$ cat config.mk
export PLATFORM = sky130hd
export DESIGN_NAME = mc_alu_ctrl
export DESIGN_NICKNAME = d
export VERILOG_FILES = /design/src/rtl/mc_alu_ctrl.sv
export SDC_FILE = /design/constraint.sdc
export NUM_CORES = 1
export LEC_CHECK = 0
export BUFFER_PORTS_ARGS = -buffer_cell sky130_fd_sc_hd__buf_2
export CAP_MARGIN = 20
export CORE_MARGIN = 2
export CORE_UTILIZATION = 46
export CTS_CLUSTER_DIAMETER = 200
export CTS_CLUSTER_SIZE = 8
export DETAILED_ROUTE_END_ITERATION = 8
export PLACE_DENSITY = 0.89
export REMOVE_ABC_BUFFERS = 1
export SLEW_MARGIN = 20
export SYNTH_ARGS = -nofsm -noshare
export SYNTH_HDL_FRONTEND = slang
export SYNTH_SLANG_ARGS = --single-unit
$ cat constraint.sdc
create_clock -name clk -period 4.4 [get_ports clk]
set_clock_uncertainty 0.2 [all_clocks]
set_input_delay 0.88 -clock clk [delete_from_list [all_inputs] [get_ports clk]]
set_output_delay 0.88 -clock clk [all_outputs]
set_load 0.005 [all_outputs]
$ cat src/rtl/mc_alu_ctrl.sv
// Multi-cycle MIPS control FSM driving the ALU and datapath strobes.
// Outputs are Moore-decoded from state, plus zero in BRANCH and ovf_q in writeback.
module mc_alu_ctrl (
  input  logic       clk,
  input  logic       reset,
  input  logic [5:0] op,
  input  logic [5:0] funct,
  input  logic       zero,
  input  logic       flag,
  output logic [1:0] aluop,
  output logic       slt_sel,
  output logic       flagsel,
  output logic       alusrca,
  output logic [1:0] alusrcb,
  output logic       immzext,
  output logic       iord,
  output logic       irwrite,
  output logic       memwrite,
  output logic       regwrite,
  output logic       regdst,
  output logic       memtoreg,
  output logic [1:0] pcsrc,
  output logic       pc_en,
  output logic       ovf_exc,
  output logic       ill_exc,
  output logic [3:0] state
);

  typedef enum logic [3:0] {
    S_RST    = 4'd0,
    S_FETCH  = 4'd1,
    S_DECODE = 4'd2,
    S_MEMADR = 4'd3,
    S_MEMRD  = 4'd4,
    S_MEMWB  = 4'd5,
    S_MEMWR  = 4'd6,
    S_RTEXEC = 4'd7,
    S_ALUWB  = 4'd8,
    S_BRANCH = 4'd9,
    S_IEXEC  = 4'd10,
    S_IWB    = 4'd11,
    S_JUMP   = 4'd12
  } state_t;

  localparam logic [5:0] OP_RT   = 6'h00;
  localparam logic [5:0] OP_J    = 6'h02;
  localparam logic [5:0] OP_BEQ  = 6'h04;
  localparam logic [5:0] OP_ADDI = 6'h08;
  localparam logic [5:0] OP_ORI  = 6'h0D;
  localparam logic [5:0] OP_LW   = 6'h23;
  localparam logic [5:0] OP_SW   = 6'h2B;

  localparam logic [5:0] FN_ADD = 6'h20;
  localparam logic [5:0] FN_SUB = 6'h22;
  localparam logic [5:0] FN_OR  = 6'h25;
  localparam logic [5:0] FN_SLT = 6'h2A;

  localparam logic [1:0] ALU_ADD = 2'b00;
  localparam logic [1:0] ALU_SUB = 2'b01;
  localparam logic [1:0] ALU_OR  = 2'b10;

  state_t state_q, state_d;
  logic   ovf_q, ovf_d;

  logic is_mem, is_rt, is_beq, is_imm, is_j;
  logic fn_ok;

  always_comb begin
    fn_ok = (funct == FN_ADD) || (funct == FN_SUB) ||
            (funct == FN_OR)  || (funct == FN_SLT);
    is_mem = (op == OP_LW) || (op == OP_SW);
    is_rt  = (op == OP_RT) && fn_ok;
    is_beq = (op == OP_BEQ);
    is_imm = (op == OP_ADDI) || (op == OP_ORI);
    is_j   = (op == OP_J);
  end

  always_comb begin
    state_d  = S_FETCH;
    ovf_d    = ovf_q;
    aluop    = 2'b00;
    slt_sel  = 1'b0;
    flagsel  = 1'b0;
    alusrca  = 1'b0;
    alusrcb  = 2'b00;
    immzext  = 1'b0;
    iord     = 1'b0;
    irwrite  = 1'b0;
    memwrite = 1'b0;
    regwrite = 1'b0;
    regdst   = 1'b0;
    memtoreg = 1'b0;
    pcsrc    = 2'b00;
    pc_en    = 1'b0;
    ovf_exc  = 1'b0;
    ill_exc  = 1'b0;
    case (state_q)
      S_RST: begin
        state_d = S_FETCH;
      end
      S_FETCH: begin
        irwrite = 1'b1;
        alusrcb = 2'b01;
        aluop   = ALU_ADD;
        pc_en   = 1'b1;
        state_d = S_DECODE;
      end
      S_DECODE: begin
        // branch target is precomputed into ALUOut here
        alusrcb = 2'b11;
        aluop   = ALU_ADD;
        unique case (1'b1)
          is_mem:  state_d = S_MEMADR;
          is_rt:   state_d = S_RTEXEC;
          is_beq:  state_d = S_BRANCH;
          is_imm:  state_d = S_IEXEC;
          is_j:    state_d = S_JUMP;
          default: begin
            ill_exc = 1'b1;
            state_d = S_FETCH;
          end
        endcase
      end
      S_MEMADR: begin
        alusrca = 1'b1;
        alusrcb = 2'b10;
        aluop   = ALU_ADD;
        state_d = (op == OP_LW) ? S_MEMRD : S_MEMWR;
      end
      S_MEMRD: begin
        iord    = 1'b1;
        state_d = S_MEMWB;
      end
      S_MEMWB: begin
        regwrite = 1'b1;
        memtoreg = 1'b1;
        state_d  = S_FETCH;
      end
      S_MEMWR: begin
        iord     = 1'b1;
        memwrite = 1'b1;
        state_d  = S_FETCH;
      end
      S_RTEXEC: begin
        alusrca = 1'b1;
        alusrcb = 2'b00;
        unique case (funct)
          FN_ADD: begin
            aluop   = ALU_ADD;
            flagsel = 1'b1;
          end
          FN_SUB: begin
            aluop   = ALU_SUB;
            flagsel = 1'b1;
          end
          FN_OR: begin
            aluop = ALU_OR;
          end
          FN_SLT: begin
            aluop   = ALU_SUB;
            slt_sel = 1'b1;
          end
          default: begin
            aluop = ALU_ADD;
          end
        endcase
        ovf_d   = flag & flagsel;
        state_d = S_ALUWB;
      end
      S_ALUWB: begin
        regdst   = 1'b1;
        regwrite = ~ovf_q;
        ovf_exc  = ovf_q;
        state_d  = S_FETCH;
      end
      S_BRANCH: begin
        alusrca = 1'b1;
        alusrcb = 2'b00;
        aluop   = ALU_SUB;
        pcsrc   = 2'b01;
        pc_en   = zero;
        state_d = S_FETCH;
      end
      S_IEXEC: begin
        alusrca = 1'b1;
        alusrcb = 2'b10;
        if (op == OP_ADDI) begin
          aluop   = ALU_ADD;
          flagsel = 1'b1;
        end else begin
          aluop   = ALU_OR;
          immzext = 1'b1;
        end
        // ALU inputs move after this cycle, so the flag is latched now
        ovf_d   = flag & flagsel;
        state_d = S_IWB;
      end
      S_IWB: begin
        regwrite = ~ovf_q;
        ovf_exc  = ovf_q;
        state_d  = S_FETCH;
      end
      S_JUMP: begin
        pcsrc   = 2'b10;
        pc_en   = 1'b1;
        state_d = S_FETCH;
      end
      default: begin
        state_d = S_FETCH;
      end
    endcase
  end

  always_ff @(posedge clk) begin
    if (reset) begin
      state_q <= S_RST;
      ovf_q   <= 1'b0;
    end else begin
      state_q <= state_d;
      ovf_q   <= ovf_d;
    end
  end

  assign state = state_q;

endmodule
==> qor.txt <==
Met2 Resource Use GR = 0.314
Area share of the largest cell type after synthesis = 0.148
GRT Total Usage = 0.198
Worst Path Arrival = 2.00 ns
Area growth, synth to finish = 27.2%
Design Area, Final = 861 um2
Synth top cells by count = 14 x nor2_1, 7 x a21oi_1, 7 x nand2_1
CP Cell Sequence = buf_2, nand4b_1, nor4_1, o2bb2ai_1, buf_2
Fmax = 0.324 GHz
Dpl cells = 145
Synthesized instance count = 98
EDFF count, synth = 0
Number of global-route vias before repair = 715
Syn avg cell area = 6.91 um2
Max stage delay on crit path = 0.46 ns
Cell row count = 13
DRT Pass-1 Iters = 4
Met3 usage = 0.0560
Setup violators final = 0
Latest clock arrival within the worst-skew pair = 0.23 ns
# nets final = 151
GR Util met1 = 0.251
Cell taking the most area after synthesis = dfxtp_1
Max-slew headroom = 0.678
TNS Setup = 0 ns
DRC viols = 0
CP most frequent cell = buf_2
H-tree depth = 1
Cts bufs inserted = 3
Total gr overflow = 0
Fin cells = 149
Synth Area in Compound Gates = 0.244
Setup ws final = 1.32 ns
Mux share of post-synthesis cell area = 0
Iter 0 DRT Violations = 36
DR vias = 861
Synth cell types = 39
Drt wl/cell = 12.0 um
Post-Place Setup Slack = 1.33 ns
Most frequent cell after synthesis = nor2_1
RSZ-0062 raised after global routing = no
Setup crit start kind = primary input
Sequential area share after synthesis = 0.148
Cell Area, Placed = 835 um2
Die extent in y = 42.4 um
CP max FO = 3
Final Max Tran Viols = 0
CTS Hold Bufs = 0
Pleak = 0.000426 uW
MaxCap Viol Count = 0
Diodes inserted = 0
Async S/R FF share, synth = 0
Fin. Hold Viols = 0
PostCTS Resize Cnt = 0
Synthesized area = 677 um2
Layout cells sized above 1 = 0.336
Vias per cell = 5.78
Busiest grt layer = met2
Initial core utilization = 0.508
CTS sink count = 5
Crit path max-delay family = simple AND/OR/NAND/NOR gates
Port bufs = 38
CTS tree = built
Top FF cell, synth = dfxtp_1
Worst hold path type = register to register
First-pass GRT wire length = 2870 um
YS warnings = 0
Buffer levels on the longest clock path = 2
Antenna-violating nets left = 0
Synth Area in Simple Gates = 0.495
Data required, critical path = 3.32 ns
R2r setup slk = 2.47 ns
Setup Fix Bufs, Post-CTS = 0
Fill cells = 122
HPWL after DPL = 1410 um
Largest family of logic cells by synthesized area = simple AND/OR/NAND/NOR gates
Critical path class = primary input to primary output
Crit. End Element = primary output
Final RePlAce weighted congestion = 0.872
Die area = 0.00179 mm2
Post-Synth XOR/XNOR Area = 0.0259
WL final = 1780 um
Crit path buffers/inverters = 2
CP max stage cell = nor4_1
CTS clk-pin slew, worst paths = 0.04 ns
Synth Register Bits = 5
Antenna violations before repair = 0
Root buffer cell = clkbuf_4
Final min period = 3.08 ns
Chip width = 42.4 um
Worst-Margin Slew = 0.479 ns
Largest net degree at the start of global routing = 15
Max IR drop VDD = 0.219 mV
Power Density = 163 mW/mm2
Final period util = 0.701
IO Pins = 39
Overall power = 141 uW
Top cells by area, synth = dfxtp_1 15%, nor2_1 7.8%, a21oi_1 5.2%, buf_6 5.0%, nand2b_1 4.6%
Core area = 0.00133 mm2
Adder-cell share of the synthesized area = 0
Status = completed
stage by stage:
stage	utilization	hold slack, ns
floorplan	-	0.280
global placement	0.626	0.313
detailed placement	0.626	0.316
CTS	0.645	0.326
global route	0.645	0.399
finish	0.645	0.322
area by class of cell:
type | count | area, um2 | area share
inverter | 2 | 7.51 | 0.00872
tap | 15 | 18.8 | 0.0218
clock buffer | 4 | 26.3 | 0.0305
multi-input combinational | 85 | 518 | 0.602
timing repair buffer | 38 | 190 | 0.221
sequential | 5 | 100 | 0.116
cells by family (layout without fill, tap and decap cells):
logic type / after synthesis / after routing
buf+inv: 8 / 44
compound gates: 26 / 26
simple gates: 57 / 57
xor+xnor: 2 / 2
flops: 5 / 5
path summary, 6_finish.rpt:
check | from | endpoint | cells past startpoint
hold reg to reg | ovf_q$_SDFFE_PP0P_ | ovf_q$_SDFFE_PP0P_ | 2
hold / removal | ovf_q$_SDFFE_PP0P_ | ovf_q$_SDFFE_PP0P_ | 2
setup reg to reg | state[0]$_SDFF_PP0_ | ovf_q$_SDFFE_PP0P_ | 5
setup / recovery | funct[4] | flagsel | 5
cell usage in the layout, fill, tap and decap left out, types with 3 or more instances in the layout:
master	count
buf_2	38
nor2_1	14
nand2_1	7
a21oi_1	7
nand2b_1	5
nor3_1	5
nor2b_1	5
o21ai_0	5
dfxtp_1	5
nand4b_1	3
a21o_1	3
and3_1	3
clkbuf_4	3
layer usage:
layer  share of wire  vias up
met5               0        -
met4           0.017        0
met3           0.089        4
met2            0.46       48
met1            0.44      382
li1                -      427
where the power goes:
group | switching [uW] | total (uW) | internal (uW)
Combinational | 20.8 | 39.3 | 18.5
Clock | 17.1 | 51.3 | 34.2
Sequential | 3.57 | 50.2 | 46.6
Total | 41.5 | 141 | 99.2
sequential cells by signal, summed over array words and instances, names as in the netlist:
| signal | flops |
|---|---|
| state | 4 |
| ovf_q | 1 |
worst register-to-register path: stages (launching register included):
cell and delay [ns]:
dfxtp_1 0.58, nand4b_1 0.19, nor4_1 0.46, o2bb2ai_1 0.22
a22oi_1 0.13, nor2_1 0.09
Note: power is estimated with default switching activity, not from simulation.
